**src/rtl/mem_ctrl_pkg.sv**
```systemverilog
// Shared types and helpers for the byte-serial memory controller.
package mem_ctrl_pkg;

  typedef enum logic [1:0] {
    IDLE   = 2'd0,
    RD     = 2'd1,
    WR     = 2'd2,
    IOWAIT = 2'd3
  } state_e;

  localparam logic [1:0] SZ_B = 2'd0;
  localparam logic [1:0] SZ_H = 2'd1;
  localparam logic [1:0] SZ_W = 2'd2;

  localparam logic [31:0] IO_BASE = 32'h0003_0000;
  localparam logic [31:0] IO_MASK = 32'h0003_0000;

  function automatic logic is_io(input logic [31:0] addr);
    return ((addr & IO_MASK) == IO_BASE);
  endfunction

  // Size code 3 is illegal and handled as a full word.
  function automatic logic [2:0] size_bytes(input logic [1:0] size);
    case (size)
      SZ_B:    size_bytes = 3'd1;
      SZ_H:    size_bytes = 3'd2;
      SZ_W:    size_bytes = 3'd4;
      default: size_bytes = 3'd4;
    endcase
  endfunction

  function automatic logic [7:0] get_lane(input logic [31:0] w, input logic [1:0] idx);
    case (idx)
      2'd0:    get_lane = w[7:0];
      2'd1:    get_lane = w[15:8];
      2'd2:    get_lane = w[23:16];
      default: get_lane = w[31:24];
    endcase
  endfunction

endpackage

```
**src/rtl/mem_ctrl.sv**
```systemverilog
// Arbitrates fetch and load/store requests onto an 8-bit synchronous-read bus,
// serialising each access into byte cycles and assembling read words.
module mem_ctrl
  import mem_ctrl_pkg::*;
#(
  parameter int ADDR_W = 32
) (
  input  logic              clk_in,
  input  logic              rst_n_in,
  input  logic              rdy_in,
  input  logic              if_req_in,
  input  logic [ADDR_W-1:0] if_addr_in,
  output logic              if_done_out,
  output logic [31:0]       if_data_out,
  input  logic              ls_req_in,
  input  logic              ls_we_in,
  input  logic [ADDR_W-1:0] ls_addr_in,
  input  logic [1:0]        ls_size_in,
  input  logic [31:0]       ls_wdata_in,
  output logic              ls_done_out,
  output logic [31:0]       ls_rdata_out,
  input  logic [7:0]        mem_din_in,
  output logic [7:0]        mem_dout_out,
  output logic [ADDR_W-1:0] mem_a_out,
  output logic              mem_wr_out,
  input  logic              io_buffer_full_in
);

  state_e            state_r;
  logic [2:0]        cnt_r;
  logic [2:0]        nbytes_r;
  logic              is_ls_r;
  logic [ADDR_W-1:0] addr_r;
  logic [31:0]       wdata_r;
  logic [31:0]       buf_r;
  logic [7:0]        hold_r;
  logic              held_r;

  logic [2:0]        next_s;
  logic [ADDR_W-1:0] nxt_addr_s;
  logic [ADDR_W-1:0] cur_addr_s;
  logic [7:0]        byte_s;
  logic [31:0]       rd_word_s;
  logic              take_ls_s;
  logic              take_if_s;

  // Next-byte addressing, arbitration and read-lane merge.
  // A byte that arrived just as rdy dropped is kept in hold_r so it is not lost.
  always_comb begin
    next_s     = cnt_r + 3'd1;
    nxt_addr_s = addr_r + ADDR_W'(next_s);
    cur_addr_s = addr_r + ADDR_W'(cnt_r);
    byte_s     = held_r ? hold_r : mem_din_in;
    take_ls_s  = ls_req_in && !ls_done_out;
    take_if_s  = if_req_in && !if_done_out && !take_ls_s;
    rd_word_s  = buf_r;
    case (cnt_r)
      3'd1:    rd_word_s[7:0]   = byte_s;
      3'd2:    rd_word_s[15:8]  = byte_s;
      3'd3:    rd_word_s[23:16] = byte_s;
      3'd4:    rd_word_s[31:24] = byte_s;
      default: rd_word_s        = buf_r;
    endcase
  end

  // Controller FSM with registered bus and result outputs.
  always_ff @(posedge clk_in or negedge rst_n_in) begin
    if (!rst_n_in) begin
      state_r      <= IDLE;
      cnt_r        <= 3'd0;
      nbytes_r     <= 3'd0;
      is_ls_r      <= 1'b0;
      addr_r       <= '0;
      wdata_r      <= 32'd0;
      buf_r        <= 32'd0;
      hold_r       <= 8'd0;
      held_r       <= 1'b0;
      if_done_out  <= 1'b0;
      if_data_out  <= 32'd0;
      ls_done_out  <= 1'b0;
      ls_rdata_out <= 32'd0;
      mem_dout_out <= 8'd0;
      mem_a_out    <= '0;
      mem_wr_out   <= 1'b0;
    end else if (!rdy_in) begin
      mem_wr_out  <= 1'b0;
      if_done_out <= 1'b0;
      ls_done_out <= 1'b0;
      if (!held_r) begin
        hold_r <= mem_din_in;
        held_r <= 1'b1;
      end
    end else begin
      held_r      <= 1'b0;
      if_done_out <= 1'b0;
      ls_done_out <= 1'b0;
      case (state_r)
        IDLE: begin
          mem_wr_out <= 1'b0;
          cnt_r      <= 3'd0;
          buf_r      <= 32'd0;
          if (take_ls_s) begin
            is_ls_r   <= 1'b1;
            addr_r    <= ls_addr_in;
            nbytes_r  <= size_bytes(ls_size_in);
            wdata_r   <= ls_wdata_in;
            mem_a_out <= ls_addr_in;
            if (!ls_we_in) begin
              state_r <= RD;
            end else if (is_io(ls_addr_in) && io_buffer_full_in) begin
              state_r <= IOWAIT;
            end else begin
              state_r      <= WR;
              mem_dout_out <= ls_wdata_in[7:0];
              mem_wr_out   <= 1'b1;
            end
          end else if (take_if_s) begin
            is_ls_r   <= 1'b0;
            addr_r    <= if_addr_in;
            nbytes_r  <= 3'd4;
            mem_a_out <= if_addr_in;
            state_r   <= RD;
          end
        end
        RD: begin
          if (cnt_r == nbytes_r) begin
            state_r <= IDLE;
            if (is_ls_r) begin
              ls_rdata_out <= rd_word_s;
              ls_done_out  <= 1'b1;
            end else begin
              if_data_out <= rd_word_s;
              if_done_out <= 1'b1;
            end
          end else begin
            cnt_r <= next_s;
            buf_r <= rd_word_s;
            if (next_s < nbytes_r) begin
              mem_a_out <= nxt_addr_s;
            end
          end
        end
        WR: begin
          if (cnt_r == nbytes_r - 3'd1) begin
            mem_wr_out  <= 1'b0;
            ls_done_out <= 1'b1;
            state_r     <= IDLE;
          end else begin
            cnt_r     <= next_s;
            mem_a_out <= nxt_addr_s;
            if (is_io(nxt_addr_s) && io_buffer_full_in) begin
              mem_wr_out <= 1'b0;
              state_r    <= IOWAIT;
            end else begin
              mem_dout_out <= get_lane(wdata_r, next_s[1:0]);
              mem_wr_out   <= 1'b1;
            end
          end
        end
        IOWAIT: begin
          // cnt_r here names the byte still to be written.
          if (!io_buffer_full_in) begin
            state_r      <= WR;
            mem_a_out    <= cur_addr_s;
            mem_dout_out <= get_lane(wdata_r, cnt_r[1:0]);
            mem_wr_out   <= 1'b1;
          end else begin
            mem_wr_out <= 1'b0;
          end
        end
        default: begin
          state_r    <= IDLE;
          mem_wr_out <= 1'b0;
        end
      endcase
    end
  end

endmodule

```
**config.mk**
```make
export PLATFORM = sky130hd
export DESIGN_NAME = mem_ctrl
export DESIGN_NICKNAME = d
export VERILOG_FILES = /design/src/rtl/mem_ctrl_pkg.sv /design/src/rtl/mem_ctrl.sv
export SDC_FILE = /design/constraint.sdc
export NUM_CORES = 1
export LEC_CHECK = 0
export CORE_MARGIN = 8
export CORE_UTILIZATION = 40
export DETAILED_ROUTE_END_ITERATION = 6
export REMOVE_ABC_BUFFERS = 1
export SETUP_SLACK_MARGIN = 0.2
export SLEW_MARGIN = 10
export SYNTH_ARGS = -nofsm -noshare
export SYNTH_HDL_FRONTEND = slang
export SYNTH_SLANG_ARGS = --single-unit
```
**constraint.sdc**
```tcl
create_clock -name clk_in -period 4.35 [get_ports clk_in]
set_input_delay 1.305 -clock clk_in [delete_from_list [all_inputs] [get_ports clk_in]]
set_output_delay 1.305 -clock clk_in [all_outputs]
set_load 0.005 [all_outputs]
```
==> results of run 1 <==
layout make-up:
type,instances,area [µm²]
Clock buffer,37,751
Clock inverter,6,82.6
Fill cell,2739,14200
Inverter,37,139
Multi-Input combinational cell,852,6040
Sequential cell,221,5530
Tap cell,390,488
Timing Repair Buffer,238,2390
state kept, by name, indices dropped and copies added, names as in the netlist, 2 cells and up:
signal,cells
addr_r,32
state_r,2
wdata_r,32
mem_a_out,32
hold_r,8
ls_rdata_out,32
nbytes_r,3
cnt_r,3
mem_dout_out,8
buf_r,32
if_data_out,32
layout by cell type, fill, tap and decap left out, drive strengths merged, types with 14 or more instances in the layout:
master | Yosys | final
a211oi | 19 | 19
a21oi | 81 | 81
a222oi | 17 | 17
a22o | 39 | 39
buf | 27 | 20
clkbuf | 60 | 37
clkdlybuf4s50 | 0 | 218
dfrtp | 221 | 221
ha | 23 | 23
inv | 36 | 36
mux2 | 97 | 97
mux2i | 49 | 49
nand2 | 113 | 113
nand3 | 56 | 56
nor2 | 72 | 72
nor3 | 14 | 14
o21ai | 78 | 78
xnor2 | 19 | 19
per-stage QoR:
stage               cell area [µm²]  power [mW]
global placement              14600        8.96
finish                        15400        11.2
detailed placement            14600        9.06
floorplan                     11700        6.77
global route                  15400        12.0
CTS                           15400        11.2
logic make-up (layout without fill, tap and decap cells):
group / after synthesis / after routing / synth area share, %
AOI/OAI and AO/OA: 324 / 324 / 18.4
DFF: 221 / 221 / 45.8
buffers and inverters: 124 / 318 / 4.26
adders and majority gates: 25 / 25 / 2.72
and+or+nand+nor: 331 / 331 / 13.7
xor gates and xnor gates: 26 / 26 / 2.00
muxes: 146 / 146 / 13.1
power breakdown:
part | switching, mW | internal, mW
clock network | 0.821 | 1.30
logic | 2.83 | 2.49
registers | 0.798 | 2.93
final timing paths:
| path | start | to | slack (ns) |
|---|---|---|---|
| min in group asynchronous | rst_n_in | if_data_out[17] | 0.81 |
| hold reg to reg | buf_r[22] | buf_r[22] | 0.48 |
| setup / recovery | cnt_r[1] | state_r[1] | 0.65 |
| hold / removal | buf_r[22] | buf_r[22] | 0.48 |
| max in group asynchronous | rst_n_in | addr_r[9] | 2.60 |
| setup reg to reg | cnt_r[1] | state_r[1] | 0.65 |
worst min-delay path, cell delays in order, from the launching register on:
cell and delay (ns):
dfrtp_1 0.34, nand2_1 0.04, o21ai_0 0.06
routing by layer:
layer | wire, µm | GRT usage, % | up-vias | share of wire [%]
met5 | 11 | 0 | - | 0.031
met4 | 877 | 5.92 | 2 | 2.4
met3 | 2410 | 4.25 | 61 | 6.7
met2 | 16200 | 30.4 | 335 | 45
met1 | 16400 | 27.3 | 4920 | 46
li1 | - | - | 4772 | -
==> flow_metrics.env, run 1 <==
export IMPL_status="finished with violations"
export IMPL_violations="design-rule violations"
export IMPL_period_minus_slack_ns=3.70
export IMPL_antenna_left=0
export IMPL_tightest_slew_ns=0.994
export IMPL_drc=14
export IMPL_clock_skew_ns=0.0126
export IMPL_htreeDepth=1
export IMPL_slew_headroom_pct=33.7
export IMPL_cap_violations=0
export IMPL_synth_most_common_cell="dfrtp_1"
export IMPL_worstPathRequired_ns=4.74
export IMPL_synthCells=1197
export IMPL_coreArea_um2=29600
export IMPL_clk_pin_slew_worst_paths_ns=0.06
export IMPL_numPortBuffers=219
export IMPL_finalNonFillerCells=1781
export IMPL_die_h_um=190
export IMPL_worstPathBufferInverterCount=2
export IMPL_finalHoldViolCount=0
export IMPL_tritoncts="yes"
export IMPL_ctsLongestPathBuffers=3
export IMPL_cp_depth=11
export IMPL_ys_types=74
export IMPL_worstSetupPathType="reg2reg"
export IMPL_endpoint_kind="flip-flop"
export IMPL_die_area_um2=36000
export IMPL_worstPathArrival_ns=4.09
export IMPL_grt_overflow_total=0
export IMPL_yosysTopAreaCellShare_pct=45.8
export IMPL_setup_tns_ns=0
export IMPL_post_dp_hpwl_mm=25.3
export IMPL_clock_sinks=221
export IMPL_wl_mm=35.8
export IMPL_cp_top_family="adder cells"
export IMPL_cts_setup_buffers=0
export IMPL_hold_ws_ns=0.479
export IMPL_async_flop_share_pct=100
export IMPL_ys_seq_area_share_pct=45.8
export IMPL_rsz0062_at_grt="no"
export IMPL_firstDrtPassIters=7
export IMPL_finalCritPeriodShare_pct=85.1
export IMPL_final_nets=1512
export IMPL_synthTopCellsByCount="221 x dfrtp_1, 111 x nand2_1, 97 x mux2_2"
export IMPL_critPathSlowestCell="ha_1"
export IMPL_cts_resized=0
export IMPL_crit_top_cell="ha_1"
export IMPL_grt_usage_pct=19.6
export IMPL_leakage_nw=6.56
export IMPL_reg2reg_depth=11
export IMPL_dp_cells=1738
export IMPL_max_freq_mhz=270
export IMPL_cpPeakStageDelay_ns=0.64
export IMPL_wl_per_cell_um=20.1
export IMPL_hold_depth=2
export IMPL_synth_top_area_cell="dfrtp_1"
export IMPL_yosys_warnings=0
export IMPL_power_density_nw_per_um2=724
export IMPL_grt_pass1_vias=10300
export IMPL_crit_fanout=18
export IMPL_area_growth_pct=27.8
export IMPL_avgViaCountPerCell=5.67
export IMPL_yosys_top_cells_area="dfrtp_1 46%, mux2_2 9.1%, mux2i_1 4.1%, nand2_1 3.5%, a21oi_1 3.4%"
export IMPL_grt_pass1_wl_mm=57.9
export IMPL_finalSetupViolCount=0
export IMPL_clk_latency_ns=0.51
export IMPL_worstSetupStartpointType="flip-flop"
export IMPL_postCtsHoldBufs=0
export IMPL_antenna_found_initial=1
export IMPL_finalMaxSlewViolations=0
export IMPL_num_vias=10100
export IMPL_cts_buffers=24
export IMPL_fin_util_pct=52.0
export IMPL_start_util_pct=40.7
export IMPL_dp_slack_ns=0.676
export IMPL_synthFlopType="dfrtp_1"
export IMPL_syn_area_per_cell_um2=10.1
export IMPL_grt_max_degree=93
export IMPL_syn_cell_area_um2=12100
export IMPL_min_path_type="reg2reg"
export IMPL_fin_ws_ns=0.650
export IMPL_drive_gt1_share_pct=13.0
export IMPL_io_pin_count=220
export IMPL_yosys_register_bits=221
export IMPL_synth_edf_count=0
export IMPL_drtIter0Drc=848
export IMPL_diodes=0
export IMPL_rows=63
export IMPL_path_cells="ha_1, ha_1, inv_1, ha_1, a21oi_1, nand2_1, a311o_1, a211oi_4, buf_4, o21bai_1, mux2i_1"
export IMPL_die_w_um=190
export IMPL_peakVddDrop_mv=0.356
export IMPL_gp_congestion=0.858
export IMPL_root_buffer="clkbuf_16"
(Power assumes the default switching activity.)
==> run 2, diff against run 1 <==
CAP_MARGIN = 0   (was default)
clock period = 3.7 ns   (was 4.35 ns; I/O delays follow)
==> run 2 against run 1 <==
  * The flow now finishes without violations
  * Global-route usage increased by 0.12 points
  * Final cell count is 1.0% higher
  * Clock-buffer cell count is 2 lower
  * Sequential power rose by 17%
  * Flip-flop and latch count is the same
  * Critical path depth decreased by 1
  * First-iteration DRC count fell by 14%
  * Die area stayed put
  * Core utilization rose by 0.46 points
  * Design area is 0.89% higher
  * Largest power group unchanged
==> flow_metrics.env, run 2 (synthesized netlist as in run 1, its figures left out) <==
export IMPL_min_path_type="reg2reg"
export IMPL_firstDrtPassIters=7
export IMPL_cap_violations=0
export IMPL_layout_common_cells="221 x dfrtp_1, 218 x clkdlybuf4s50_1, 111 x nand2_1"
export IMPL_max_freq_mhz=316
export IMPL_grt_pass1_wl_mm=58.0
export IMPL_dpl_cell_area_um2=14700
export IMPL_grt_usage_pct=19.8
export IMPL_num_vias=10200
export IMPL_clk_latency_ns=0.53
export IMPL_wl_mm=36.3
export IMPL_clk_pin_slew_worst_paths_ns=0.06
export IMPL_cp_top_family="compound AO/OA/AOI/OAI gates"
export IMPL_status="finished, final reports clean"
export IMPL_die_h_um=190
export IMPL_drive_gt1_share_pct=14.0
export IMPL_worstSetupPathType="reg2reg"
export IMPL_cpPeakStageDelay_ns=0.52
export IMPL_worstSetupStartpointType="flip-flop"
export IMPL_clock_sinks=221
export IMPL_endpoint_kind="flip-flop"
export IMPL_peakVddDrop_mv=0.433
export IMPL_grt_overflow_total=0
export IMPL_period_minus_slack_ns=3.17
export IMPL_crit_fanout=10
export IMPL_total_power_mw=13.3
export IMPL_postCtsHoldBufs=0
export IMPL_finalHoldViolCount=0
export IMPL_clock_skew_ns=0.0168
export IMPL_path_cells="ha_1, ha_1, inv_1, ha_1, a21oi_1, and2_1, o22ai_1, a31o_2, a311o_1, a22o_1"
export IMPL_htreeDepth=1
export IMPL_cts_resized=0
export IMPL_avgViaCountPerCell=5.68
export IMPL_wl_per_cell_um=20.2
export IMPL_worstPathArrival_ns=3.59
export IMPL_grt_pass1_vias=10500
export IMPL_ctsLongestPathBuffers=3
export IMPL_power_density_nw_per_um2=853
export IMPL_area_growth_pct=28.9
export IMPL_start_util_pct=40.7
export IMPL_antenna_found_initial=2
export IMPL_design_area_um2=15600
export IMPL_critPathSlowestCell="dfrtp_1"
export IMPL_final_common_cell="dfrtp_1"
export IMPL_rsz0062_at_grt="no"
export IMPL_gp_congestion=0.909
export IMPL_fillers=2712
export IMPL_worstPathBufferInverterCount=1
export IMPL_fin_ws_ns=0.532
export IMPL_crit_top_cell="ha_1"
export IMPL_tightest_slew_ns=0.889
export IMPL_finalMaxSlewViolations=0
export IMPL_rows=63
export IMPL_cts_buffers=26
export IMPL_slew_headroom_pct=40.5
export IMPL_setup_tns_ns=0
export IMPL_io_pin_count=220
export IMPL_final_nets=1526
export IMPL_die_w_um=190
export IMPL_die_area_um2=36000
export IMPL_numPortBuffers=219
export IMPL_dp_slack_ns=0.350
export IMPL_leakage_nw=6.63
export IMPL_coreArea_um2=29600
export IMPL_antenna_left=0
export IMPL_fin_util_pct=52.5
export IMPL_post_dp_hpwl_mm=26.0
export IMPL_finalSetupViolCount=0
export IMPL_worstPathRequired_ns=4.12
export IMPL_drc=0
export IMPL_root_buffer="clkbuf_16"
export IMPL_drtIter0Drc=731
export IMPL_grt_max_degree=83
export IMPL_finalCritPeriodShare_pct=85.6
export IMPL_tritoncts="yes"
run 2: changes by cell type in the layout (fill, tap and decap cells not counted):
cell / change
clkbuf_8: -4
clkinv_2: +5
clkbuf_16: +2
buf_12: +3
diode_2: +2
buf_4: +9
bufinv_16: -1
clkinvlp_4: +2
run 2: report_power, final:
group / switching, mW / internal (mW)
clock: 1.02 / 1.48
sequential: 0.927 / 3.44
combinational: 3.41 / 3.01
run 2: repair_timing:
item,in CTS,in global routing
setup buffers,0,1
endpoints found under the setup margin,0,2
hold endpoints to repair,0,0
run 2: layout make-up:
type                            instances  area, µm²  area share, %
Timing Repair Buffer                  250       2520           16.2
Clock inverter                         12       92.6          0.595
Tap cell                              390        488           3.14
Antenna cell                            2       5.00         0.0322
Multi-Input combinational cell        852       6040           38.8
Inverter                               37        139          0.893
Clock buffer                           35        746           4.79
Sequential cell                       221       5530           35.6
run 2: path summary, 6_finish.rpt:
| kind | from | end | slack, ns | cells past startpoint |
|---|---|---|---|---|
| worst min-delay path | ls_rdata_out[1] | ls_rdata_out[1] | 0.48 | 2 |
| max in group asynchronous | rst_n_in | mem_a_out[31] | 2.26 | 2 |
| min in group asynchronous | rst_n_in | if_data_out[1] | 0.56 | 1 |
| worst min register to register | ls_rdata_out[1] | ls_rdata_out[1] | 0.48 | 2 |
| worst max-delay path | cnt_r[1] | mem_a_out[25] | 0.53 | 10 |
| worst max register to register | cnt_r[1] | mem_a_out[25] | 0.53 | 10 |
run 2: worst min-delay path, delay by kind of cell, from the launching register on:
family	cells	cell delay (ns)
DFF	1	0.34
and+or+nand+nor	1	0.05
AOI/OAI and AO/OA	1	0.06
run 2: routing by layer:
| metal | global-route usage, % | up-vias | part of all wire, % |
|---|---|---|---|
| met1 | 26.6 | 5014 | 44 |
| met5 | 0 | - | 0 |
| met2 | 31.3 | 353 | 46 |
| li1 | - | 4799 | - |
| met4 | 6.31 | 0 | 2.4 |
| met3 | 4.32 | 60 | 7.6 |
run 2: per-stage QoR:
stage	std cells	hold slack [ns]
5_1_grt	1799	0.497
3_3_place_gp	1749	0.463
6_report	1799	0.479
3_5_place_dp	1749	0.468
2_1_floorplan	1110	0.451
4_1_cts	1796	0.483
==> run 3, diff against run 2 <==
CELL_PAD_IN_SITES_DETAIL_PLACEMENT = 1   (was default)
CELL_PAD_IN_SITES_GLOBAL_PLACEMENT = 1   (was default)
CTS_CLUSTER_DIAMETER = 200   (was default)
PLACE_DENSITY_LB_ADDON = 0.1   (was default)
==> run 3 against run 2 <==
  * Maximum frequency decreased by 1.5%
  * Clock skew fell by 0.0012 ns
  * Register-to-register slack got worse by 0.05 ns
  * First-iteration DRC count is 4.0% higher
  * Die area is the same
  * Worst setup slack worse by 0.048 ns
  * Largest cell class unchanged
  * Sequential share of layout area hardly changed
  * Design area barely moved
==> flow_metrics.env, run 3 (synthesized netlist as in run 1, its figures left out) <==
export IMPL_status="finished, final reports clean"
export IMPL_finalSetupViolCount=0
export IMPL_grt_use_met2_pct=34.7
export IMPL_avgViaCountPerCell=5.80
export IMPL_tightest_slew_ns=0.948
export IMPL_finalMaxSlewViolations=0
export IMPL_critPathSlowestCell="a211oi_4"
export IMPL_sw_frac_of_total_pct=40.7
export IMPL_clock_skew_ns=0.0156
export IMPL_rows=63
export IMPL_total_power_mw=13.5
export IMPL_clk_pin_slew_worst_paths_ns=0.07
export IMPL_grt_pass1_vias=10900
export IMPL_grtUsageMet1_pct=29.1
export IMPL_ctsLongestPathBuffers=3
export IMPL_area_growth_pct=29.1
export IMPL_io_pin_count=220
export IMPL_wl_per_cell_um=21.7
export IMPL_final_common_cell="dfrtp_1"
export IMPL_worstPathArrival_ns=3.64
export IMPL_leakage_nw=6.66
export IMPL_min_path_type="reg2reg"
export IMPL_grt_pass1_wl_mm=62.2
export IMPL_firstDrtPassIters=6
export IMPL_cts_buffers=25
export IMPL_diodes=0
export IMPL_root_buffer="clkbuf_16"
export IMPL_internal_power_mw=8.00
export IMPL_htreeDepth=1
export IMPL_layout_common_cells="221 x dfrtp_1, 218 x clkdlybuf4s50_1, 111 x nand2_1"
export IMPL_regArea_um2=5530
export IMPL_peakVddDrop_mv=0.429
export IMPL_grt_overflow_total=0
export IMPL_p_switching_mw=5.50
export IMPL_cts_resized=0
export IMPL_cp_top_family="compound AO/OA/AOI/OAI gates"
export IMPL_die_area_um2=36000
export IMPL_worstPathBufferInverterCount=1
export IMPL_reg2reg_slack_ns=0.48
export IMPL_period_minus_slack_ns=3.22
export IMPL_final_nets=1529
export IMPL_antenna_left=0
export IMPL_crit_fanout=18
export IMPL_drive_gt1_share_pct=14.3
export IMPL_gr_usage_met3_pct=3.59
export IMPL_setup_tns_ns=0
export IMPL_worstSetupStartpointType="flip-flop"
export IMPL_wl_mm=38.9
export IMPL_drc=0
export IMPL_grt_usage_pct=21.2
export IMPL_power_density_nw_per_um2=867
export IMPL_max_freq_mhz=311
export IMPL_path_cells="ha_1, ha_1, inv_1, ha_1, a21oi_1, nand2_1, a311o_1, a211oi_4, o21bai_1, mux2i_1"
export IMPL_dpl_cell_area_um2=14700
export IMPL_clk_latency_ns=0.55
export IMPL_p_clk_share_pct=19.2
export IMPL_p_comb_share_pct=48.2
export IMPL_cts_setup_buffers=0
export IMPL_num_vias=10400
export IMPL_worstPathRequired_ns=4.13
export IMPL_rsz0062_at_grt="no"
export IMPL_start_util_pct=40.7
export IMPL_postCtsHoldBufs=0
export IMPL_design_area_um2=15600
export IMPL_grt_max_degree=74
export IMPL_tritoncts="yes"
export IMPL_drtIter0Drc=760
export IMPL_post_dp_hpwl_mm=28.1
export IMPL_gp_congestion=0.841
export IMPL_finalCritPeriodShare_pct=86.9
export IMPL_fillers=3247
export IMPL_slew_headroom_pct=36.6
export IMPL_multi_input_area_um2=6040
export IMPL_clock_sinks=221
export IMPL_busiest_layer="met2"
export IMPL_die_w_um=190
export IMPL_antenna_found_initial=1
export IMPL_coreArea_um2=29600
export IMPL_cap_violations=0
export IMPL_die_h_um=190
export IMPL_cpPeakStageDelay_ns=0.56
export IMPL_crit_top_cell="ha_1"
export IMPL_finalHoldViolCount=0
export IMPL_worstSetupPathType="reg2reg"
export IMPL_numPortBuffers=219
export IMPL_endpoint_kind="flip-flop"
export IMPL_seqPwrFrac_pct=32.6
## run 3: cell count changes in the layout (fill, tap and decap cells not counted), sizes merged
cell      delta
buf          +4
clkinv       -3
clkinvlp     -2
diode        -2
bufinv       +1
inv          +1
## run 3: per-stage QoR
stage          setup slack, ns  util, %  instances  hold WS [ns]
5_1_grt                  0.210     52.5       1798         0.502
4_1_cts                  0.461     52.5       1798         0.485
6_report                 0.484     52.5       1798         0.474
2_1_floorplan            -1.56        -       1110         0.451
3_5_place_dp             0.404     49.6       1754         0.471
3_3_place_gp             0.462     49.6       1754         0.459
## run 3: layout make-up
type	instances	share of cell area, %
Sequential cell	221	35.5
Multi-Input combinational cell	852	38.8
Inverter	37	0.892
Clock inverter	9	0.723
Tap cell	390	3.13
Clock buffer	35	4.84
Timing Repair Buffer	254	16.1
## run 3: per-layer routing
layer | vias to the layer above | wire length (µm) | share of wire (%)
li1 | 4800 | - | -
met1 | 5268 | 17700 | 45
met2 | 292 | 18400 | 47
met3 | 61 | 1930 | 5.0
met4 | 2 | 837 | 2.1
met5 | - | 11 | 0.028
## run 3: final timing paths
path                                 start               to  depth (start not counted)
max                               cnt_r[0]       state_r[1]                         10
max reg2reg                       cnt_r[0]       state_r[1]                         10
min reg2reg                ls_rdata_out[0]  ls_rdata_out[0]                          2
max in group asynchronous         rst_n_in      wdata_r[14]                          2
min in group asynchronous         rst_n_in  if_data_out[24]                          1
min                        ls_rdata_out[0]  ls_rdata_out[0]                          2
## run 3: power groups by stage
stage          registers, mW  logic, mW  clock network [mW]
6_report                4.39       6.50                2.60
2_1_floorplan           4.18       3.78                   0
4_1_cts                 4.39       6.56                2.65
5_1_grt                 4.55       7.15                2.74
3_5_place_dp            4.42       6.50                   0
3_3_place_gp            4.37       6.35                   0
## run 3: worst reg2reg max path: stages, from the launching register on
cell      delay [ns]
dfrtp_1         0.46
ha_1            0.25
ha_1            0.31
inv_1           0.07
ha_1            0.34
a21oi_1         0.19
nand2_1         0.14
a311o_1         0.37
a211oi_4        0.56
o21bai_1        0.24
mux2i_1         0.16
